**src/rtl/writeback_stage_if.sv**
```systemverilog
// rtl/writeback_stage_if.sv - MEM-to-WB instruction bus feeding writeback_stage
interface writeback_stage_if;
   logic        in_valid;
   logic        in_ready;
   logic        in_reg_write;
   logic        in_mem_to_reg;
   logic        in_link;
   logic [1:0]  in_load_size;
   logic        in_load_unsigned;
   logic [1:0]  in_addr_lo;
   logic [31:0] in_alu_result;
   logic [31:0] in_mem_rdata;
   logic [31:0] in_pc_plus4;
   logic [4:0]  in_write_reg;

   modport master (
      output in_valid, in_reg_write, in_mem_to_reg, in_link, in_load_size,
             in_load_unsigned, in_addr_lo, in_alu_result, in_mem_rdata,
             in_pc_plus4, in_write_reg,
      input  in_ready
   );

   modport slave (
      input  in_valid, in_reg_write, in_mem_to_reg, in_link, in_load_size,
             in_load_unsigned, in_addr_lo, in_alu_result, in_mem_rdata,
             in_pc_plus4, in_write_reg,
      output in_ready
   );
endinterface

```
**src/rtl/writeback_stage.sv**
```systemverilog
// rtl/writeback_stage.sv - MEM/WB register and write-back formatter; WB_FWD_EN adds EX bypass outputs
module writeback_stage #(
   parameter int CNT_W = 32
) (
   input  logic             clk,
   input  logic             rst_n,
   input  logic             hold,
   input  logic             flush,
   writeback_stage_if.slave mem,
   output logic             RegWrite,
   output logic [4:0]       write_reg,
   output logic [31:0]      write_data,
   output logic [CNT_W-1:0] retire_count,
   output logic             misalign_err
`ifdef WB_FWD_EN
   ,
   output logic             fwd_valid,
   output logic [4:0]       fwd_reg,
   output logic [31:0]      fwd_data
`endif
);

   logic        s_valid;
   logic        s_reg_write;
   logic        s_mem_to_reg;
   logic        s_link;
   logic [1:0]  s_load_size;
   logic        s_load_unsigned;
   logic [1:0]  s_addr_lo;
   logic [31:0] s_alu_result;
   logic [31:0] s_mem_rdata;
   logic [31:0] s_pc_plus4;
   logic [4:0]  s_write_reg;

   logic        capture;
   logic        s_misaligned;
   logic [7:0]  ld_byte;
   logic [15:0] ld_half;
   logic [31:0] load_fmt;

   // Both flush and hold turn the incoming slot into a bubble.
   assign capture      = ~flush & ~hold;
   assign mem.in_ready = ~hold;

   always_ff @(posedge clk or negedge rst_n) begin
      if (!rst_n) begin
         s_valid         <= 1'b0;
         s_reg_write     <= 1'b0;
         s_mem_to_reg    <= 1'b0;
         s_link          <= 1'b0;
         s_load_size     <= 2'd0;
         s_load_unsigned <= 1'b0;
         s_addr_lo       <= 2'd0;
         s_alu_result    <= 32'd0;
         s_mem_rdata     <= 32'd0;
         s_pc_plus4      <= 32'd0;
         s_write_reg     <= 5'd0;
      end else if (capture) begin
         s_valid         <= mem.in_valid;
         s_reg_write     <= mem.in_reg_write;
         s_mem_to_reg    <= mem.in_mem_to_reg;
         s_link          <= mem.in_link;
         s_load_size     <= mem.in_load_size;
         s_load_unsigned <= mem.in_load_unsigned;
         s_addr_lo       <= mem.in_addr_lo;
         s_alu_result    <= mem.in_alu_result;
         s_mem_rdata     <= mem.in_mem_rdata;
         s_pc_plus4      <= mem.in_pc_plus4;
         s_write_reg     <= mem.in_write_reg;
      end else begin
         s_valid         <= 1'b0;
      end
   end

   // Reserved size 3 behaves as a word access for alignment and formatting.
   assign s_misaligned = s_mem_to_reg &
                         (((s_load_size == 2'd1) & s_addr_lo[0]) |
                          (s_load_size[1] & (s_addr_lo != 2'd0)));

   always_comb begin
      ld_byte = 8'd0;
      case (s_addr_lo)
         2'd0:    ld_byte = s_mem_rdata[7:0];
         2'd1:    ld_byte = s_mem_rdata[15:8];
         2'd2:    ld_byte = s_mem_rdata[23:16];
         default: ld_byte = s_mem_rdata[31:24];
      endcase
      ld_half = s_addr_lo[1] ? s_mem_rdata[31:16] : s_mem_rdata[15:0];
      case (s_load_size)
         2'd0:    load_fmt = {{24{~s_load_unsigned & ld_byte[7]}}, ld_byte};
         2'd1:    load_fmt = {{16{~s_load_unsigned & ld_half[15]}}, ld_half};
         default: load_fmt = s_mem_rdata;
      endcase
   end

   assign write_reg  = s_write_reg;
   assign write_data = s_link       ? s_pc_plus4 + 32'd4 :
                       s_mem_to_reg ? load_fmt : s_alu_result;
   assign RegWrite   = s_valid & s_reg_write & (s_write_reg != 5'd0) & ~s_misaligned;

   // Misaligned loads still retire; only their register write is dropped.
   always_ff @(posedge clk or negedge rst_n) begin
      if (!rst_n) begin
         retire_count <= '0;
         misalign_err <= 1'b0;
      end else begin
         if (s_valid && (retire_count != '1))
            retire_count <= retire_count + CNT_W'(1);
         if (s_valid && s_misaligned)
            misalign_err <= 1'b1;
      end
   end

`ifdef WB_FWD_EN
   assign fwd_valid = RegWrite;
   assign fwd_reg   = write_reg;
   assign fwd_data  = write_data;
`endif

endmodule

```
**src/flat_wrapper.sv**
```systemverilog
// flat-port wrapper written by rule: the top's interface ports become plain ports
module writeback_stage_flat 
#(
   parameter int CNT_W = 32
)
  (clk, rst_n, hold, flush, RegWrite, write_reg, write_data, retire_count, misalign_err, mem_in_valid, mem_in_reg_write, mem_in_mem_to_reg, mem_in_link, mem_in_load_size, mem_in_load_unsigned, mem_in_addr_lo, mem_in_alu_result, mem_in_mem_rdata, mem_in_pc_plus4, mem_in_write_reg, mem_in_ready);
  writeback_stage_if mem_i ();
  input  logic clk;
  input  logic rst_n;
  input  logic hold;
  input  logic flush;
  output logic RegWrite;
  output logic [4:0] write_reg;
  output logic [31:0] write_data;
  output logic [CNT_W-1:0] retire_count;
  output logic misalign_err;
  input wire logic [$bits(mem_i.in_valid)-1:0] mem_in_valid;
  input wire logic [$bits(mem_i.in_reg_write)-1:0] mem_in_reg_write;
  input wire logic [$bits(mem_i.in_mem_to_reg)-1:0] mem_in_mem_to_reg;
  input wire logic [$bits(mem_i.in_link)-1:0] mem_in_link;
  input wire logic [$bits(mem_i.in_load_size)-1:0] mem_in_load_size;
  input wire logic [$bits(mem_i.in_load_unsigned)-1:0] mem_in_load_unsigned;
  input wire logic [$bits(mem_i.in_addr_lo)-1:0] mem_in_addr_lo;
  input wire logic [$bits(mem_i.in_alu_result)-1:0] mem_in_alu_result;
  input wire logic [$bits(mem_i.in_mem_rdata)-1:0] mem_in_mem_rdata;
  input wire logic [$bits(mem_i.in_pc_plus4)-1:0] mem_in_pc_plus4;
  input wire logic [$bits(mem_i.in_write_reg)-1:0] mem_in_write_reg;
  output wire logic [$bits(mem_i.in_ready)-1:0] mem_in_ready;
  assign mem_i.in_valid = mem_in_valid;
  assign mem_i.in_reg_write = mem_in_reg_write;
  assign mem_i.in_mem_to_reg = mem_in_mem_to_reg;
  assign mem_i.in_link = mem_in_link;
  assign mem_i.in_load_size = mem_in_load_size;
  assign mem_i.in_load_unsigned = mem_in_load_unsigned;
  assign mem_i.in_addr_lo = mem_in_addr_lo;
  assign mem_i.in_alu_result = mem_in_alu_result;
  assign mem_i.in_mem_rdata = mem_in_mem_rdata;
  assign mem_i.in_pc_plus4 = mem_in_pc_plus4;
  assign mem_i.in_write_reg = mem_in_write_reg;
  assign mem_in_ready = mem_i.in_ready;
  writeback_stage #(.CNT_W(CNT_W)) u_core (.clk(clk), .rst_n(rst_n), .hold(hold), .flush(flush), .mem(mem_i), .RegWrite(RegWrite), .write_reg(write_reg), .write_data(write_data), .retire_count(retire_count), .misalign_err(misalign_err));
endmodule
```
**config.mk**
```make
export PLATFORM = sky130hd
export DESIGN_NAME = writeback_stage_flat
export DESIGN_NICKNAME = d
export VERILOG_FILES = /design/src/rtl/writeback_stage_if.sv /design/src/rtl/writeback_stage.sv /design/src/flat_wrapper.sv
export SDC_FILE = /design/constraint.sdc
export NUM_CORES = 1
export LEC_CHECK = 0
export CAP_MARGIN = 20
export CORE_MARGIN = 8
export CORE_UTILIZATION = 50
export DETAILED_ROUTE_END_ITERATION = 8
export PLACE_DENSITY = 0.8
export SKIP_CTS_REPAIR_TIMING = 1
export SYNTH_ARGS = -nofsm -noshare
export SYNTH_HDL_FRONTEND = slang
export SYNTH_SLANG_ARGS = --single-unit
```
**constraint.sdc**
```tcl
create_clock -name clk -period 2.7 [get_ports clk]
set_input_delay 0.81 -clock clk [delete_from_list [all_inputs] [get_ports clk]]
set_output_delay 0.81 -clock clk [all_outputs]
set_load 0.01 [all_outputs]
```
Word level (Yosys, flattened, before mapping)

Cells that the tools add are included.

Bitwise gates (word level): 14
Eq/ne operators: 4
Reduce and logical (&&, ||, !) cells: 6
Multiplexer cells: 6
$add $sub $neg: 2

Operators by type and width:

| operator                                       | number |
|---|---|
| 2-to-1 mux 32 bit                              | 2 |
| one-hot mux 32 bit (2 select lines)            | 1 |
| adder 32 x 1 -> 32 bit (second input constant) | 1 |
| adder 32 x 3 -> 32 bit (second input constant) | 1 |
| inequality test 32 bit (second input constant) | 1 |
| one-hot mux 8 bit (3 select lines)             | 1 |
| 2-to-1 mux 16 bit                              | 1 |
| AND 1 bit                                      | 9 |
| nonzero test 5 bit                             | 1 |
| == test 2 x 1 -> 1 bit (second input constant) | 2 |
| zero test 2 bit                                | 2 |
| NOT 1 bit                                      | 4 |
| == test 2 bit (second input constant)          | 1 |
| logical AND 1 bit                              | 2 |
| nonzero test 2 bit                             | 1 |
| 2-to-1 mux 1 bit                               | 1 |
| bitwise OR 1 bit                               | 1 |

Output and inout bits: 72
Flip-flop bits (word level): 143

Logic depth before layout (Yosys ltp)

Gate-level depths: netlist of run 1.

Depth after elaboration: 6
Depth in mapped cells: 7
Gate-level depth less buffers: 6

Least setup slack after synthesis of run 1

Ideal clock, no wire load.

Path type: register -> output
Start: register u_core.s_load_size[0]
End: output write_data[19]
Required time: 1.890 ns
Setup slack: 0.125 ns
Cell stages (with the launch flop): 7
Arrival: 1.765 ns
Cell sequence: dfrtp_1 nor3_1 a2bb2oi_1 o31ai_1 clkbuf_1 a21oi_1 o2bb2ai_1

Longest elaborated chain between the ends: 4
Elaborated cells between the ends (all ways): 5

Ends and longest elaborated chain:

| element                                                          | line                  | text |
|---|---|---|
| start: declaration                                               | writeback_stage.sv:27 | `logic [1:0] s_load_size;` |
| start signal: assignment                                         | writeback_stage.sv:63 | `s_load_size <= mem.in_load_size;` |
| == test 2 x 1 -> 1 bit / zero test 2 bit (equally long branches) | writeback_stage.sv:89 | `case (s_load_size)` |
| one-hot mux 32 bit (2 select lines) *                            | writeback_stage.sv:89 |  |
| 2-to-1 mux 32 bit *                                              | writeback_stage.sv:98 | `s_mem_to_reg ? load_fmt : s_alu_result;` |
| 2-to-1 mux 32 bit *                                              | writeback_stage.sv:97 | `assign write_data = s_link ? s_pc_plus4 + 32'd4 :` |
| end: declaration                                                 | flat_wrapper.sv:14    | `output logic [31:0] write_data;` |

Mark *: on every way between the ends. The rest lies on a longest branch, timed or not.

Final worst setup path of run 1

Start: register u_core.s_pc_plus4[4]
End: output write_data[23]

Longest elaborated chain between the ends: 2

Ends and longest elaborated chain:

| element                  | line                  | text |
|---|---|---|
| start: declaration       | writeback_stage.sv:32 | `logic [31:0] s_pc_plus4;` |
| start signal: assignment | writeback_stage.sv:68 | `s_pc_plus4 <= mem.in_pc_plus4;` |
| adder 32 x 3 -> 32 bit   | writeback_stage.sv:97 |  |
| 2-to-1 mux 32 bit        | writeback_stage.sv:97 |  |

No other way between the ends.

==> results.yml, run 1 <==
clocking:
  htree_levels: 4
  numCtsBuffers: 17
  clk_path_buf_depth: 2
  cts_tree: "yes"
  clk_latency_ns: 0.43
  cts_sinks: 143
  path_clk_slew_ns: 0.06
  cts-root-buf: "clkbuf_16"
setup_path:
  slowest_stage: "nor4_2"
  crit_required_ns: 1.89
  r2r-end: "u_core.retire_count[9]"
  reg2reg_slack_ns: 0.43
  ff2ff_path_depth: 6
  r2r_start: "u_core.retire_count[0]"
  cp-start-kind: "flip-flop"
  cpMostUsedCell: "nand4_1"
  worstPathMaxFanout: 6
  critPathArrivalTime_ns: 2.43
  crit_type: "reg -> out"
  critical-path-max-stage-delay_ns: 0.41
  cp-end-kind: "output port"
  cp_top_family: "simple AND/OR/NAND/NOR gates"
  worstPathCellList: "buf_6 -> nand4_1 -> nor4_2 -> buf_4 -> nand4_1 -> xnor2_2 -> o2bb2ai_2 -> buf_2"
  crit_buf_inv: 3
floorplan:
  design.core.area_mm2: 0.0146
  dieArea_mm2: 0.0191
  initial_core_util_pct: 51.2
  rows: 44
  die_w_um: 138
  chipHeight_um: 138
  pin_count: 186
placement:
  portBuffers: 185
  dpl.hpwl_um: 18300
  placed_area_mm2: 0.0102
  dp.cells: 1122
  gp_congestion: 0.954
synth:
  synthFlopType: "dfrtp_1"
  synth_top_area_share_pct: 47.9
  postSynthCellCount: 696
  synth_edf_count: 0
  syn-num-nets: 812
  ys_ff_latch: 143
  syn_area_mm2: 0.00747
  netlist_top_cells_count: "dfrtp_1, mux2_2, nand2_1"
  synth.distinct_cells: 54
  synth_area_leaders: "dfrtp_1, mux2_2, nand2_1, xnor2_1, xor2_1"
  synthArstFlopShare_pct: 100
  synth_most_common_cell: "dfrtp_1"
  yosysWarnings: 0
  synth_top_area_cell: "dfrtp_1"
  seq_area_frac_synth_pct: 47.9
  avgSynthCellArea_um2: 10.7
grt:
  grt.total_usage_pct: 25.2
  grt_pass1_wl_um: 38900
  grt_max_degree: 61
  antenna_found_initial: 2
  globalRouteOverflowTotal: 0
  first_global_vias: 6980
status:
  status: "complete, but fails checks"
  violations: "negative setup slack"
sta:
  finalHoldViolations: 0
  rsz0062_at_grt: "yes"
  min_period_over_period_pct: 120
  fmax_mhz: 309
  worst_slew_pin_slew_ns: 0.577
  max-slew-margin-rel_pct: 61.5
  slew_violations: 0
  fin_skew_ns: 0.00557
  final_critical_path_setup_slack_ns: -0.537
  whs_ns: 0.229
  final-setup-viol-count: 33
  fin_crit_ns: 3.24
route:
  via_per_inst: 5.87
  antenna_left: 0
  dr.pass1.iters: 6
  wl_per_cell_um: 21.7
  drtIter0Drc: 463
  drt_wl_total_um: 25500
  drc: 0
  via_count: 6908
power_and_ir_drop:
  pwr-share-comb_pct: 30.6
  power_density_mw_per_mm2: 635
  peakVddDrop_mv: 0.509
  seq_power_share_pct: 38.3
  leakagePower_nw: 4.77
  swShare_pct: 32.1
  p_int_mw: 4.81
  p_sw_mw: 2.28
  pwr-share-clk_pct: 31.0
cells_and_area:
  nNetsFinal: 1095
  finalInstanceArea_mm2: 0.0112
  num_antenna_cells: 0
  area_growth_pct: 49.4
  nFillCells: 971
  layout-drive-gt1-share_pct: 34.4
  fin_cells: 1176
min_path:
  min_path_type: "in -> async"
job:
  cap_violations: 0
[worst max path at each step]
stage | startpoint | endpoint | cells past startpoint
5_1_grt | u_core.s_pc_plus4[4] | write_data[23] | 8
6_report | u_core.s_pc_plus4[4] | write_data[23] | 8
3_5_place_dp | u_core.s_pc_plus4[12] | write_data[21] | 7
4_1_cts | u_core.s_pc_plus4[12] | write_data[21] | 7
2_1_floorplan | u_core.s_load_size[0] | write_data[19] | 6
3_3_place_gp | u_core.s_addr_lo[1] | write_data[11] | 9
[metal layers]
layer	vias up	GRT usage [%]	part of all wire, %
li1	3111	-	-
met3	68	7.67	8.6
met2	352	41.2	49
met1	3373	31.2	39
met4	4	8.30	3.1
met5	-	0	0.074
[placed cells by master, fill, tap and decap left out, types with 7 or more instances in the layout]
master,instances
o211ai_1,7
buf_4,96
nor3_1,11
inv_1,15
o31ai_1,7
o21bai_1,14
nand4_1,18
o21ai_0,19
mux2_2,102
nor2_1,43
buf_12,9
clkdlybuf4s50_1,152
dfrtp_1,139
xnor2_1,19
clkbuf_2,7
o2bb2ai_1,8
a21oi_1,27
buf_2,23
and3_1,7
nand2_1,58
xor2_1,24
buf_6,12
clkbuf_16,18
nand3_1,19
[per-stage QoR]
stage	TNS, ns	util (%)	worst slack (ns)	power (mW)
floorplan	0	-	0.125	3.59
finish	-11.59	76.4	-0.537	7.09
global placement	-9.40	70.1	-0.406	4.70
global route	-14.80	76.4	-0.649	7.39
detailed placement	-10.47	70.1	-0.487	4.76
CTS	-25.62	73.8	-0.954	6.96
[power groups by stage]
stage               logic, mW  clock network (mW)  registers, mW
global placement         1.99                   0           2.70
detailed placement       2.04                   0           2.72
floorplan               0.907                   0           2.68
finish                   2.17                2.20           2.72
CTS                      2.05                2.22           2.69
global route             2.32                2.32           2.75
[cell type report]
class,count,area [µm²],share of cell area [%]
well taps,184,230,2.06
clock buffers,19,443,3.97
repair buffers,303,2780,24.9
inverters,16,63.8,0.572
flip-flops and latches,143,3580,32.1
clock inverters,13,104,0.931
multi-input cells,498,3950,35.4
[logic make-up (layout without fill, tap and decap cells)]
logic type	count (synthesis)	in the layout	synth area share, %
AOI/OAI and AO/OA	145	145	13.8
xor gates and xnor gates	48	48	5.63
adders and majority gates	2	2	0.335
buffers and inverters	55	351	2.77
DFF	143	143	47.9
muxes	107	107	16.1
and+or+nand+nor	196	196	13.4
(Power assumes the default switching activity.)
==> inputs of run 2 (changes only) <==
--- a/config.mk
+++ b/config.mk
@@ -8,6 +8,7 @@
 export CAP_MARGIN = 20
 export CORE_MARGIN = 8
 export CORE_UTILIZATION = 50
+export CTS_CLUSTER_SIZE = 25
 export DETAILED_ROUTE_END_ITERATION = 8
 export PLACE_DENSITY = 0.8
 export SKIP_CTS_REPAIR_TIMING = 1
==> results of run 2 <==
Final layout, timing and power as in run 1 (identical DEF).
==> inputs of run 3 (changes only) <==
--- a/config.mk
+++ b/config.mk
@@ -6,11 +6,10 @@
 export NUM_CORES = 1
 export LEC_CHECK = 0
 export CAP_MARGIN = 20
-export CORE_MARGIN = 8
-export CORE_UTILIZATION = 50
+export CORE_UTILIZATION = 44
 export CTS_CLUSTER_SIZE = 25
 export DETAILED_ROUTE_END_ITERATION = 8
-export PLACE_DENSITY = 0.8
+export PLACE_DENSITY = 0.73
 export SKIP_CTS_REPAIR_TIMING = 1
 export SYNTH_ARGS = -nofsm -noshare
 export SYNTH_HDL_FRONTEND = slang
==> run 3 against run 2 <==
The flow still finishes with violations (negative setup slack). Register-to-register slack improved by 0.06 ns. Global-route usage increased by 0.28 points. Clock skew about the same. Clock power increased by 21%. Sequential share of layout area decreased by 0.28 points. Combinational power about the same. Critical path type unchanged. Largest power group unchanged. Highest routed layer is now met4.
==> results.yml, run 3 (synthesis results as in run 1) <==
power_and_ir_drop:
  pwr-share-clk_pct: 35.5
  peakVddDrop_mv: 0.471
  swShare_pct: 28.8
  seq_power_share_pct: 36.0
  p_sw_mw: 2.17
  leakagePower_nw: 4.76
  p_int_mw: 5.35
  power_density_mw_per_mm2: 668
  pwr-share-comb_pct: 28.5
route:
  wl_met3_um: 1950
  via_per_inst: 5.60
  wl_met2_um: 11400
  wl_per_cell_um: 19.5
  drt_wl_total_um: 23300
  drtIter0Drc: 587
  dr.pass1.iters: 5
  via_count: 6702
  antenna_left: 0
  wl_met1_um: 9470
  highest_layer: "met4"
  drc: 0
status:
  violations: "negative setup slack"
  status: "complete, but fails checks"
cells_and_area:
  num_antenna_cells: 0
  nNetsFinal: 1080
  fin_cells: 1196
  seq_area_mm2: 0.00358
  multiInputGateArea_mm2: 0.00398
  layout_commonest_cell: "clkdlybuf4s50_1"
  area_growth_pct: 50.7
  nFillCells: 1262
  layout_common_cells: "clkdlybuf4s50_1, dfrtp_1, mux2_2, buf_4, nand2_1"
  layout-drive-gt1-share_pct: 33.4
clocking:
  clk_latency_ns: 0.42
  cts_sinks: 143
  htree_levels: 4
  numCtsBuffers: 17
  cts-root-buf: "clkbuf_16"
  cts_tree: "yes"
  path_clk_slew_ns: 0.06
  clk_path_buf_depth: 2
setup_path:
  critPathArrivalTime_ns: 2.38
  cp-start-kind: "flip-flop"
  cp-end-kind: "output port"
  crit_required_ns: 1.89
  worstPathMaxFanout: 5
  crit_type: "reg -> out"
floorplan:
  design.core.area_mm2: 0.0166
  pin_count: 186
  die_w_um: 132
  chipHeight_um: 132
  rows: 47
  initial_core_util_pct: 45.0
  dieArea_mm2: 0.0175
placement:
  dp.cells: 1151
  portBuffers: 185
  gp_congestion: 0.900
  dpl.hpwl_um: 15800
sta:
  rsz0062_at_grt: "yes"
  min_period_over_period_pct: 118
  final_critical_path_setup_slack_ns: -0.486
  fin_skew_ns: 0.00584
  worst_slew_pin_slew_ns: 0.619
  max-slew-margin-rel_pct: 58.7
  slew_violations: 0
  fmax_mhz: 314
  fin_crit_ns: 3.19
  fin_tns_setup_ns: -11.13
  final-setup-viol-count: 33
  finalHoldViolations: 0
grt:
  grt_pass1_wl_um: 34200
  grt.total_usage_pct: 25.5
  antenna_found_initial: 0
  grt_max_degree: 63
  first_global_vias: 6457
  globalRouteOverflowTotal: 0
job:
  cap_violations: 0
min_path:
  min_path_type: "in -> async"
[run 3: changes by cell type in the layout (fill, tap and decap cells not counted), sizes merged]
cell / before / now
inv: 21 / 15
clkinvlp: 5 / 2
dlymetal6s2s: 1 / 2
bufinv: 0 / 6
buf: 142 / 127
clkinv: 3 / 4
[run 3: power groups by stage]
stage | registers [mW] | logic (mW) | clock network [mW]
6_report | 2.70 | 2.14 | 2.67
5_1_grt | 2.73 | 2.28 | 2.80
4_1_cts | 2.67 | 2.01 | 2.70
3_5_place_dp | 2.70 | 1.99 | 0
3_3_place_gp | 2.69 | 1.97 | 0
2_1_floorplan | 2.68 | 0.907 | 0
[run 3: layout make-up]
class / count / area share, %
Inverter: 16 / 0.567
Timing Repair Buffer: 288 / 23.9
Clock inverter: 11 / 1.88
Tap cell: 220 / 2.45
Multi-Input combinational cell: 498 / 35.3
Clock buffer: 20 / 4.06
Sequential cell: 143 / 31.9
[run 3: path summary, 6_finish.rpt]
check / depth (start not counted) / endpoint / from / slack (ns)
min in group clk: 1 / u_core.misalign_err / u_core.misalign_err / 0.46
worst max-delay path: 8 / write_data[21] / u_core.s_addr_lo[1] / -0.49
worst max register to register: 5 / u_core.retire_count[1] / u_core.retire_count[0] / 0.49
worst min register to register: 1 / u_core.misalign_err / u_core.misalign_err / 0.46
worst min-delay path: 1 / u_core.s_mem_rdata[29] / rst_n / 0.39
max in group asynchronous: 2 / u_core.retire_count[24] / rst_n / 1.67
[run 3: per-stage QoR]
stage	cell area (µm²)	utilization [%]	hold WS (ns)	setup slack [ns]	total power [mW]
floorplan	7470	-	0.481	0.125	3.59
global placement	10200	61.6	0.438	-0.501	4.66
detailed placement	10200	61.6	0.444	-0.532	4.69
CTS	10900	65.6	0.401	-0.980	7.38
global route	11300	67.8	0.423	-0.584	7.82
finish	11300	67.8	0.391	-0.486	7.52
[run 3: worst max-delay path: stages, from the launching register on]
cell and delay (ns):
dfrtp_2 0.46, mux2_4 0.34, a2bb2oi_2 0.15, o31ai_2 0.08, buf_6 0.14, buf_6 0.11, or3b_4 0.36, a22o_1 0.19
buf_2 0.14
[run 3: metal layers]
layer | up-vias | GRT usage (%)
li1 | 3086 | -
met1 | 3282 | 32.0
met2 | 292 | 41.9
met3 | 42 | 8.73
met4 | 0 | 7.15
met5 | - | 0
